==> config.mk <==
export PLATFORM = sky130hd
export DESIGN_NAME = sram_d_arbiter
export DESIGN_NICKNAME = d
export VERILOG_FILES = /design/src/rtl/sram_d_arbiter.sv
export SDC_FILE = /design/constraint.sdc
export NUM_CORES = 1
export LEC_CHECK = 0
export CAP_MARGIN = 10
export CELL_PAD_IN_SITES_DETAIL_PLACEMENT = 0
export CELL_PAD_IN_SITES_GLOBAL_PLACEMENT = 1
export CORE_AREA = 2 2 126 128
export CTS_BUF_LIST = sky130_fd_sc_hd__clkbuf_2 sky130_fd_sc_hd__clkbuf_4 sky130_fd_sc_hd__clkbuf_8
export CTS_CLUSTER_DIAMETER = 50
export DETAILED_ROUTE_END_ITERATION = 8
export DIE_AREA = 0 0 128 130
export MAX_ROUTING_LAYER = met4
export PLACE_DENSITY = 0.92
export SYNTH_ARGS = -nofsm -noshare
export SYNTH_HDL_FRONTEND = slang
export SYNTH_SLANG_ARGS = --single-unit
export TNS_END_PERCENT = 1
==> constraint.sdc <==
create_clock -name clk_i -period 2.6 [get_ports clk_i]
set_input_delay 0.52 -clock clk_i [delete_from_list [all_inputs] [get_ports clk_i]]
set_output_delay 0.52 -clock clk_i [all_outputs]
set_load 0.05 [all_outputs]
==> src/rtl/sram_d_arbiter.sv <==
// sram_d_arbiter: merges two OBI masters (m0 = core data, m1 = host bridge)
// onto one SRAM data port. An in-order owner FIFO routes each response back
// to the master that issued it, together with the SRAM illegal-address flag
// captured at accept time as a per-response error.
//
// Build option: define SRAM_ARB_ROUND_ROBIN_EN for round-robin arbitration.
// Default (undefined) is fixed priority to m0 with a starvation cap of
// MAX_BURST consecutive m0 grants while m1 waits.
//
// Handshake: a request is accepted in a cycle where sram_d_req_o and
// sram_d_gnt_i are both high; only then does the winner see its gnt and is
// an owner entry pushed. A response is consumed in any cycle with
// sram_d_rvalid_i high; there is no backpressure on responses.
module sram_d_arbiter #(
  parameter int unsigned MAX_BURST  = 4,
  parameter int unsigned FIFO_DEPTH = 2
) (
  input  logic        clk_i,
  input  logic        rst_ni,
  input  logic        m0_req_i,
  input  logic        m1_req_i,
  output logic        m0_gnt_o,
  output logic        m1_gnt_o,
  input  logic [31:0] m0_addr_i,
  input  logic [31:0] m1_addr_i,
  input  logic        m0_we_i,
  input  logic        m1_we_i,
  input  logic [3:0]  m0_be_i,
  input  logic [3:0]  m1_be_i,
  input  logic [31:0] m0_wdata_i,
  input  logic [31:0] m1_wdata_i,
  output logic        m0_rvalid_o,
  output logic        m1_rvalid_o,
  output logic [31:0] m0_rdata_o,
  output logic [31:0] m1_rdata_o,
  output logic        m0_err_o,
  output logic        m1_err_o,
  output logic        sram_d_req_o,
  input  logic        sram_d_gnt_i,
  output logic [31:0] sram_d_addr_o,
  output logic        sram_d_we_o,
  output logic [3:0]  sram_d_be_o,
  output logic [31:0] sram_d_wdata_o,
  input  logic        sram_d_rvalid_i,
  input  logic [31:0] sram_d_rdata_i,
  input  logic        sram_d_illegal_i,
  output logic        stray_rvalid_o
);

  localparam int unsigned IDX_W = $clog2(FIFO_DEPTH);
  localparam int unsigned PTR_W = IDX_W + 1;

  typedef struct packed {
    logic owner;    // 0 = m0, 1 = m1
    logic illegal;  // SRAM flagged the address at accept time
  } fifo_entry_t;

  fifo_entry_t      mem_q [FIFO_DEPTH];
  fifo_entry_t      mem_d [FIFO_DEPTH];
  logic [PTR_W-1:0] wptr_q, wptr_d;
  logic [PTR_W-1:0] rptr_q, rptr_d;
  logic             stray_q, stray_d;

  logic        empty, full, pop, stall, any_req, sel_m1, accept;
  fifo_entry_t head;

  assign empty   = (wptr_q == rptr_q);
  assign full    = (wptr_q[PTR_W-1] != rptr_q[PTR_W-1]) &&
                   (wptr_q[IDX_W-1:0] == rptr_q[IDX_W-1:0]);
  assign pop     = sram_d_rvalid_i & ~empty;
  // A response popping this cycle frees a slot, so a full FIFO only stalls
  // issue when nothing is coming back.
  assign stall   = full & ~pop;
  assign any_req = m0_req_i | m1_req_i;
  assign head    = mem_q[rptr_q[IDX_W-1:0]];

  // Outputs are gated by rst_ni so they drop to zero as soon as reset asserts.
  assign sram_d_req_o = any_req & ~stall & rst_ni;
  assign accept       = sram_d_req_o & sram_d_gnt_i;
  assign m0_gnt_o     = accept & ~sel_m1;
  assign m1_gnt_o     = accept & sel_m1;

`ifdef SRAM_ARB_ROUND_ROBIN_EN
  logic last_q, last_d;  // last accepted master; reset to m1 so m0 goes first

  assign sel_m1 = m1_req_i & (~m0_req_i | ~last_q);

  // Round-robin pointer moves only when a request is actually accepted.
  always_comb begin
    last_d = last_q;
    if (accept) last_d = sel_m1;
  end

  // Pointer register.
  always_ff @(posedge clk_i or negedge rst_ni) begin
    if (!rst_ni) last_q <= 1'b1;
    else         last_q <= last_d;
  end
`else
  localparam logic [3:0] MAX_B = 4'(MAX_BURST);
  logic [3:0] burst_q, burst_d;  // consecutive m0 accepts while m1 waits

  assign sel_m1 = m1_req_i & (~m0_req_i | (burst_q == MAX_B));

  // Count m0 wins against a waiting m1; clear once m1 is served or leaves.
  always_comb begin
    burst_d = burst_q;
    if (!m1_req_i)             burst_d = 4'd0;
    else if (accept && sel_m1) burst_d = 4'd0;
    else if (accept)           burst_d = burst_q + 4'd1;
  end

  // Burst counter register.
  always_ff @(posedge clk_i or negedge rst_ni) begin
    if (!rst_ni) burst_q <= 4'd0;
    else         burst_q <= burst_d;
  end
`endif

  // Request field mux from the winner; zero when nobody is requesting.
  always_comb begin
    sram_d_addr_o  = 32'd0;
    sram_d_we_o    = 1'b0;
    sram_d_be_o    = 4'd0;
    sram_d_wdata_o = 32'd0;
    if (any_req && rst_ni) begin
      sram_d_addr_o  = sel_m1 ? m1_addr_i  : m0_addr_i;
      sram_d_we_o    = sel_m1 ? m1_we_i    : m0_we_i;
      sram_d_be_o    = sel_m1 ? m1_be_i    : m0_be_i;
      sram_d_wdata_o = sel_m1 ? m1_wdata_i : m0_wdata_i;
    end
  end

  // Route the head response to its owner; the other master sees zeros.
  always_comb begin
    m0_rvalid_o = pop & ~head.owner;
    m1_rvalid_o = pop & head.owner;
    m0_rdata_o  = m0_rvalid_o ? sram_d_rdata_i : 32'd0;
    m1_rdata_o  = m1_rvalid_o ? sram_d_rdata_i : 32'd0;
    m0_err_o    = m0_rvalid_o & head.illegal;
    m1_err_o    = m1_rvalid_o & head.illegal;
  end

  assign stray_rvalid_o = stray_q;

  // Owner FIFO next state: push on accept, pop on response, sticky stray flag.
  always_comb begin
    mem_d   = mem_q;
    wptr_d  = wptr_q;
    rptr_d  = rptr_q;
    stray_d = stray_q | (sram_d_rvalid_i & empty);
    if (accept) begin
      mem_d[wptr_q[IDX_W-1:0]] = '{owner: sel_m1, illegal: sram_d_illegal_i};
      wptr_d = wptr_q + PTR_W'(1);
    end
    if (pop) rptr_d = rptr_q + PTR_W'(1);
  end

  // FIFO and flag registers; reset drops any pending entries.
  always_ff @(posedge clk_i or negedge rst_ni) begin
    if (!rst_ni) begin
      for (int i = 0; i < FIFO_DEPTH; i++) mem_q[i] <= '0;
      wptr_q  <= '0;
      rptr_q  <= '0;
      stray_q <= 1'b0;
    end else begin
      mem_q   <= mem_d;
      wptr_q  <= wptr_d;
      rptr_q  <= rptr_d;
      stray_q <= stray_d;
    end
  end

endmodule

==> flow_summary.yaml, run 1 <==
power_and_ir_drop:
  worst_ir_drop_vdd_mv: 0.358
  leakagePower_nw: 2.93
  power.density_mw_per_mm2: 650
  p_seq_share_pct: 7.2
  switching_share_pct: 48.8
  p_total_mw: 4.69
  power_frac_comb_pct: 88.8
  p_sw_mw: 2.29
  intPower_mw: 2.40
  clkPwrFrac_pct: 4.0
die:
  io_pins: 318
  rows: 46
  dieHeight_um: 130
  floorplan.die_area_mm2: 0.0166
  fp.dieW_um: 128
  core_area_mm2: 0.0154
  start_util_pct: 14.6
drt:
  drtAntennaViolNets: 0
  routed_via_density: 4.01
  drc: 0
  detail_route.wl_per_cell_um: 14.3
  drt_iter0_drc: 148
  drt-total-wl_mm: 11.5
  firstDrtPassIters: 4
  num_vias: 3233
clocking:
  clkLatencyLatePin_ns: 0.24
  cts_buffer_depth: 2
  tritoncts: "yes"
  clock-root-buffer: "clkbuf_8"
  clock-sinks: 13
  cts_max_level: 1
  cts_buffers: 3
  clkTransAtPathRegs_ns: 0.05
critical_path:
  end_kind: "output port"
  slowest_stage: "dfrtp_1"
  reg2reg_depth: 7
  cp_max_fo: 16
  crit_path_start_kind: "flip-flop"
  worstPathArrival_ns: 2.05
  required_ns: 2.08
  path_cells: "inv_1 -> ha_1 -> nand3b_1 -> a21boi_4 -> buf_12 -> buf_12 -> mux2i_1 -> nor2_1 -> buf_12"
  crit_path_frequent_cell: "buf_12"
  crit_type: "flip-flop to output port"
  max_stage_delay_ns: 0.41
logic_synthesis:
  async_flop_share_pct: 100
  netlist_instances: 293
  ys.flop_type: "dfrtp_1"
  yosys.area_share.simple_pct: 35.1
  syn_area_mm2: 0.00225
  ys_seq_area_share_pct: 14.4
  synth_cell_type_count: 37
  synth_compound_area_share_pct: 3.66
  synth_fp_nets: 472
  synth_adder_area_share_pct: 1.11
  synth_edf_count: 0
  ys_warn_count: 0
  synth_top_family_by_area: "simple AND/OR/NAND/NOR gates"
  ys_ff_latch: 13
  syn_area_per_cell_um2: 7.69
  muxShareOfSynthArea_pct: 33.5
  synth_xor_area_share_pct: 3.44
layout:
  syn_to_final_growth_pct: 220
  stdcell_area_mm2: 0.00721
  register_area_um2: 325
  nFillCells: 1385
  finalNetCount: 794
  final_cell_mix: "clkdlybuf4s50_1, buf_12, nor2_1"
  final_common_cell: "clkdlybuf4s50_1"
  drive_above_1_share_pct: 29.5
  multi_input_area_mm2: 0.00176
  antenna-diode-count: 0
grt:
  grt_pass1_vias: 3322
  grt_max_degree: 42
  grt_usage_pct: 13.1
  antenna_found_initial: 0
  grt_overflow: 0
  grt_pass1_wl_mm: 16.9
placement:
  portBuffers: 317
  gp_congestion: 0.761
  dp_slack_ns: 0.0192
  detailed_place.area_mm2: 0.00714
  hpwl_mm: 10.3
timing:
  clock_skew_ns: 0.00166
  hold_viol: 0
  max_freq_ghz: 0.389
  tightestPinTransition_ns: 0.491
  rsz0062_at_grt: "true"
  final-setup-viol-count: 0
  max_slew_margin_pct: 67.1
  drv_slew: 0
  hold_slack_ns: 0.468
  min_period_over_period_pct: 98.9
  fin_ws_ns: 0.0273
  period_needed_ns: 2.57
run:
  drv_cap: 0
min_path:
  hold_path_class: "flip-flop to flip-flop"
  holdPathStages: 1
run_status:
  status: "finished clean"
[synth_stat cells, drive strengths merged (3+ instances only)]
cell    count  area share, %
and2       64             18
buf        13            5.3
clkbuf     12            2.7
dfrtp      13             14
inv         4           0.67
mux2        4            2.0
mux2i      71             32
nand3       3           0.67
nor2       75             13
o21ai       4            1.1
xnor2       5            1.9
xor2        3            1.5
[state kept, by name, indices dropped and copies added, names as in the netlist]
signal          cells
burst_q             4
mem_q               4
rptr_q              2
stray_rvalid_o      1
wptr_q              2
[metal layers]
metal  track usage, %  part of all wire [%]
met2             25.0                    56
met3             2.42                   6.5
met5                -                     0
met1             14.4                    36
met4             1.94                   1.3
[path summary, 6_finish.rpt]
kind / startpoint / endpoint / slack (ns)
max in group asynchronous: rst_ni / mem_q[1]$_DFFE_PN0P_ / 1.75
hold reg to reg: stray_rvalid_o$_DFF_PN0_ / stray_rvalid_o$_DFF_PN0_ / 0.47
setup / recovery: burst_q[1]$_DFFE_PN0P_ / sram_d_addr_o[31] / 0.03
hold / removal: stray_rvalid_o$_DFF_PN0_ / stray_rvalid_o$_DFF_PN0_ / 0.47
setup reg to reg: burst_q[1]$_DFFE_PN0P_ / burst_q[0]$_DFFE_PN0P_ / 0.83
min in group asynchronous: rst_ni / burst_q[0]$_DFFE_PN0P_ / 0.68
[logic make-up (layout without fill, tap and decap cells)]
kind of cell / after synthesis / after routing
fa+ha+maj: 2 / 2
buf+inv: 29 / 350
simple gates: 155 / 155
compound gates: 11 / 11
flops: 13 / 13
mux: 75 / 75
xor+xnor: 8 / 8
[power by group through the flow]
stage | logic (mW) | registers (mW) | clock network [mW]
global placement | 4.17 | 0.339 | 0
global route | 4.33 | 0.348 | 0.203
detailed placement | 4.20 | 0.342 | 0
CTS | 4.21 | 0.338 | 0.192
floorplan | 2.05 | 0.317 | 0
finish | 4.17 | 0.339 | 0.187
[metrics by stage]
step / instances / TNS (ns) / util (%)
2_1_floorplan: 293 / 0 / -
3_5_place_dp: 800 / 0 / 46.3
3_3_place_gp: 800 / 0 / 46.3
6_report: 806 / 0 / 46.8
5_1_grt: 806 / -4.12 / 46.8
4_1_cts: 806 / 0 / 46.7
[area by class of cell]
cell class | instances | area share [%]
Multi-Input combinational cell | 251 | 24.3
Sequential cell | 13 | 4.51
Timing Repair Buffer | 342 | 66.9
Inverter | 4 | 0.208
Clock buffer | 4 | 0.676
Tap cell | 192 | 3.33
[worst max-delay path, delay by kind of cell, from the launching register on]
kind / cells / cell delay, ns
mux: 1 / 0.23
flops: 1 / 0.41
fa+ha+maj: 1 / 0.14
buf+inv: 4 / 0.57
simple gates: 2 / 0.24
compound gates: 1 / 0.21
[repair_timing]
item | 4_1_cts | 5_1_grt
hold buffers | 0 | 0
setup endpoints to repair | 66 | 65
pin swaps | 1 | 0
setup buffers | 2 | 0
gates resized for setup | 0 | 2
endpoints found under the hold margin | 0 | 0
Note: power is estimated with default switching activity, not from simulation.
==> run 2, diff against run 1 <==
- SLEW_MARGIN: unset -> 10
==> results of run 2 <==
No change in the layout: final DEF, timing and power equal those of run 1.
==> variant 1 (config.mk and constraints of run 1) <==
Set the parameter `FIFO_DEPTH` to 4 (it was 2).
--- a/src/rtl/sram_d_arbiter.sv
+++ b/src/rtl/sram_d_arbiter.sv
@@ -13,7 +13,7 @@
 // sram_d_rvalid_i high; there is no backpressure on responses.
 module sram_d_arbiter #(
   parameter int unsigned MAX_BURST  = 4,
-  parameter int unsigned FIFO_DEPTH = 2
+  parameter int unsigned FIFO_DEPTH = 4
 ) (
   input  logic        clk_i,
   input  logic        rst_ni,
Function: changed (a bounded check fails within 4 cycles, from zero or initial values and one cycle with rst_ni low).
==> variant 1 against run 1 <==
The flow now finishes with violations (negative setup slack); sequential power up 55%; area after synthesis rose by 9.5%; sequential cell count is 6 higher; critical endpoint is now sram_d_addr_o[16]; largest cell class unchanged; fmax shrank 2.1%; cell area increased by 9.7%; setup slack lost 55 ps; critical path type unchanged; wire length grew 15%; power is 16% higher.
==> variant 1: results (changes against run 1) <==
metric	value	unit	change
status	finished, violations left		
violated checks	negative setup slack		
first-pass GRT wire length	20160	µm	+19%
CP max stage delay	390	ps	-20 ps
clock slew at reported path FFs	70	ps	+20 ps
largest net degree at the start of global routing	40		-4.8%
Top Registers	mem_q: 8 flops, burst_q: 4 flops		
gpl congestion	0.7878		+3.5%
# setup viols final	5		+5
post-DP HPWL	11140	µm	+7.8%
clk_lat worst skew	260	ps	+20 ps
worst-path fanout max	19		+3
initial antenna violation count	0		unchanged
Synth cell types	35		-5.4%
Max VDD drop	455.0	µV	+27%
clock skew	5.194	ps	+3.538 ps
share of layout cells above drive strength 1	38.69	%	+9.2 points
Critical path origin	burst_q[0]		
Leak	0.003220	µW	+9.8%
Worst Setup EP	sram_d_addr_o[16]		
synth cell count leaders	148 x nand2_1, 69 x a21oi_1, 66 x and2_1, 21 x clkbuf_1, 19 x dfrtp_1		
DP Worst Slack	-87.84	ps	-107.1 ps
register area share after synthesis	19.27	%	+4.8 points
worst r2r path cells	5		-2
Switch Pwr	2625	µW	+15%
syn nets	577		+22%
Cell Int Power	2816	µW	+17%
cts repair resizes	57		+57
vias per cell	4.305		+7.3%
largest cells by area after synthesis	nand2_1 23%, dfrtp_1 19%, and2_1 17%		
worst reg-to-reg setup slack	690	ps	-140 ps
Critical Path AT	2110	ps	+60 ps
CTS Buf Count	3		unchanged
Critical R2R Launch	rptr_q[1]		
Total GRT Usage	15.49	%	+2.4 points
setup TNS	-49.95	ps	-49.95 ps
post-route insts no fill	908		+13%
final wirelength	13250	µm	+15%
asr flop ratio synth	100.0	%	unchanged
combinational share of power	86.4	%	-2.4 points
Relative slew margins	66.58	%	-0.56 points
ant diodes	0		unchanged
placed cell area	7566	µm²	+5.9%
First DRT Iteration DRCs	96		-35%
r2r endpoint	mem_q[0]		
number of global-route vias before repair	3954		+19%
NumNets Final	901		+13%
final worst slack	-27.52	ps	-54.85 ps
synthesized instance count	393		+34%
count of input and output buffers	317		unchanged
Post-CTS Setup Bufs	0		-2
## variant 1: cell count changes in the layout (fill, tap and decap cells not counted), moves of 12 or more
| cell | change |
|---|---|
| a21oi_2 | +67 |
| and2_1 | -12 |
| and2_4 | +14 |
| mux2i_1 | -71 |
| nand2_1 | +146 |
| nor2_1 | -70 |
## variant 1: layout make-up
cell class	instances	area, µm²
fillers	1316	7510
well taps	192	240.2
clock buffers	4	48.80
repair buffers	349	4965
inverters	8	30.03
multi-input cells	336	2155
flip-flops and latches	19	476.7
## variant 1: kinds of logic (layout without fill, tap and decap cells)
group / Yosys count / in the layout / synth area share (%)
multiplexers: 11 / 11 / 6.237
AND/OR/NAND/NOR: 227 / 227 / 42.95
flip-flops: 19 / 19 / 19.27
adder cells (fa/ha/maj): 7 / 7 / 3.550
buffers and inverters: 38 / 361 / 6.491
AO/OA/AOI/OAI: 83 / 83 / 18.66
XOR/XNOR: 8 / 8 / 2.840
## variant 1: how the worst min path moves through the flow
| stage | from | to | slack, ps |
|---|---|---|---|
| floorplan | rst_ni | burst_q[0] | 220 |
| global placement | stray_rvalid_o | stray_rvalid_o | 470 |
| detailed placement | stray_rvalid_o | stray_rvalid_o | 490 |
| CTS | stray_rvalid_o | stray_rvalid_o | 510 |
| global route | mem_q[3] | mem_q[3] | 530 |
| finish | stray_rvalid_o | stray_rvalid_o | 500 |
## variant 1: worst max-delay path, delay by kind of cell, from the launching register on
family                   cells  cell delay, ps
AO/OA/AOI/OAI                2             300
buffers and inverters        5             680
flip-flops                   1             390
adder cells (fa/ha/maj)      1             200
AND/OR/NAND/NOR              2             280
## variant 1: layer usage
metal	vias up	part of all wire, %	GRT usage [%]
met2	201	54	28.85
met1	1774	38	17.11
met3	15	6.7	2.419
li1	1919	-	-
met5	-	0	-
met4	0	1.8	4.460
==> variant 2 (settings of run 1) <==
Without the edit above. Put a register stage on the output `m0_err_o`, cleared by the reset. The value now appears one clock later. The other outputs are not delayed to match.
--- a/src/rtl/sram_d_arbiter.sv
+++ b/src/rtl/sram_d_arbiter.sv
@@ -54,6 +54,8 @@
     logic owner;    // 0 = m0, 1 = m1
     logic illegal;  // SRAM flagged the address at accept time
   } fifo_entry_t;
+
+  logic m0_err_d;
 
   fifo_entry_t      mem_q [FIFO_DEPTH];
   fifo_entry_t      mem_d [FIFO_DEPTH];
@@ -137,7 +139,7 @@
     m1_rvalid_o = pop & head.owner;
     m0_rdata_o  = m0_rvalid_o ? sram_d_rdata_i : 32'd0;
     m1_rdata_o  = m1_rvalid_o ? sram_d_rdata_i : 32'd0;
-    m0_err_o    = m0_rvalid_o & head.illegal;
+    m0_err_d    = m0_rvalid_o & head.illegal;
     m1_err_o    = m1_rvalid_o & head.illegal;
   end
 
@@ -171,5 +173,13 @@
     end
   end
 
+  always_ff @(posedge clk_i or negedge rst_ni) begin
+    if (!rst_ni) begin
+      m0_err_o <= '0;
+    end else begin
+      m0_err_o <= m0_err_d;
+    end
+  end
+
 endmodule
 
Function: changed (Yosys sat finds a counterexample within 4 cycles, from zero or initial values and one cycle with rst_ni low).
==> variant 2 against run 1 <==
Wire length grew 7.6%; sequential share of layout area grew 0.075 points; area after synthesis shrank 0.22%; power grew 3.2%; setup slack lost 55 ps; the flow now finishes with violations (negative setup slack); critical endpoint is now sram_d_wdata_o[15]; fmax shrank 2.1%; synthesized cell count grew 1.4%; cell area grew 5.9%; highest routed layer unchanged; sequential cell count grew 1; worst hold slack gained 9.7 ps.
==> variant 2: results (changes against run 1) <==
metric	value	unit	change
vias per cell	3.998		-0.34%
synthesized instance count	297		+1.4%
synthesis-to-finish area growth	239.9	%	
first-pass GRT wire length	18080	µm	+6.7%
final wirelength	12370	µm	+7.6%
register area share after synthesis	15.58	%	+1.1 points
initial antenna violation count	0		unchanged
clock slew at reported path FFs	60	ps	
syn nets	476		+0.85%
Leak	0.003083	µW	+5.1%
violated checks	negative setup slack		
largest cells by area after synthesis	mux2i_1 32%, and2_1 18%, dfrtp_1 16%		
Total GRT Usage	14.24	%	+1.1 points
# setup viols final	5		+5
CP max stage delay	380	ps	-30 ps
r2r endpoint	mem_q[0]		
Hold Slack	477.6	ps	+9.679 ps
post-DP HPWL	10880	µm	+5.3%
placed cell area	7335	µm²	+2.7%
Critical R2R Launch	rptr_q[0]		
setup TNS	-96.38	ps	-96.38 ps
status	finished, violations left		
Top delay family on crit path	buffers and inverters		
DP Worst Slack	-81.58	ps	-100.8 ps
gpl congestion	0.7707		+1.3%
First DRT Iteration DRCs	78		-47%
worst-path fanout max	13		-3
synth cell count leaders	75 x nor2_1, 71 x mux2i_1, 64 x and2_1, 14 x dfrtp_1, 9 x buf_4		
asr flop ratio synth	100.0	%	unchanged
Pre-antenna DRT Iters	4		unchanged
Relative slew margins	65.62	%	-1.5 points
number of global-route vias before repair	3354		+0.96%
final worst slack	-27.42	ps	-54.75 ps
CTS Buf Count	3		unchanged
Top FF cell, synth	dfrtp_1		
Filler cells	1357		-2.0%
Critical Path AT	2110	ps	+60 ps
Max VDD drop	383.6	µV	+7.1%
post-route insts no fill	829		+2.9%
share of layout cells above drive strength 1	37.21	%	+7.7 points
worst reg-to-reg setup slack	750	ps	-80 ps
clock skew	1.192	ps	-0.4640 ps
Inst Count DP	816		+2.0%
largest net degree at the start of global routing	34		-19%
worst r2r path cells	5		-2
variant 2: cell types whose count changed after synthesis, moves of 2 or more:
cell / before / now
mux2_1: 2 / 0
nor2_2: 2 / 0
buf_4: 2 / 9
o21ai_0: 2 / 4
nor2_1: 73 / 75
inv_1: 4 / 6
buf_6: 8 / 0
nand4b_1: 2 / 0
variant 2: layer usage:
metal / vias to the layer above / routed length [µm] / track usage, % / part of all wire, %
li1: 1666 / - / - / -
met1: 1476 / 4560 / 16.10 / 37
met2: 160 / 6802 / 26.20 / 55
met3: 12 / 776 / 2.624 / 6.3
met4: 0 / 229 / 3.167 / 1.9
met5: - / 0 / - / 0
variant 2: where the power goes:
group	internal, µW	switching (µW)
Combinational	2060	2200
Sequential	291	82.7
Clock	134	79.9
variant 2: logic make-up after synthesis:
group / Yosys count / share of synthesized area [%]
buffers and inverters: 30 / 6.956
and+or+nand+nor: 156 / 35.17
xor gates and xnor gates: 7 / 3.061
adders and majority gates: 2 / 1.113
DFF: 14 / 15.58
AOI/OAI and AO/OA: 14 / 4.842
muxes: 74 / 33.28
variant 2: worst max path at each step:
stage / endpoint / slack [ps]
after CTS: sram_d_addr_o[10] / -30
after detailed placement: sram_d_wdata_o[6] / -80
after global placement: sram_d_wdata_o[8] / -50
after global routing: sram_d_wdata_o[29] / -160
final: sram_d_wdata_o[15] / -30
after floorplan: m1_err_o / 10
variant 2: repair_timing:
action / CTS / global route
cloned: 1 / 0
resized for setup: 12 / 35
buffers inserted: 7 / 1
pin swaps: 1 / 5
endpoints found under the setup margin: 54 / 97
variant 2: area by class of cell:
cell class,count,area share [%]
repair buffers,360,66.06
multi-input cells,253,25.20
inverters,6,0.2947
flip-flops and latches,14,4.584
well taps,192,3.143
clock buffers,4,0.7204
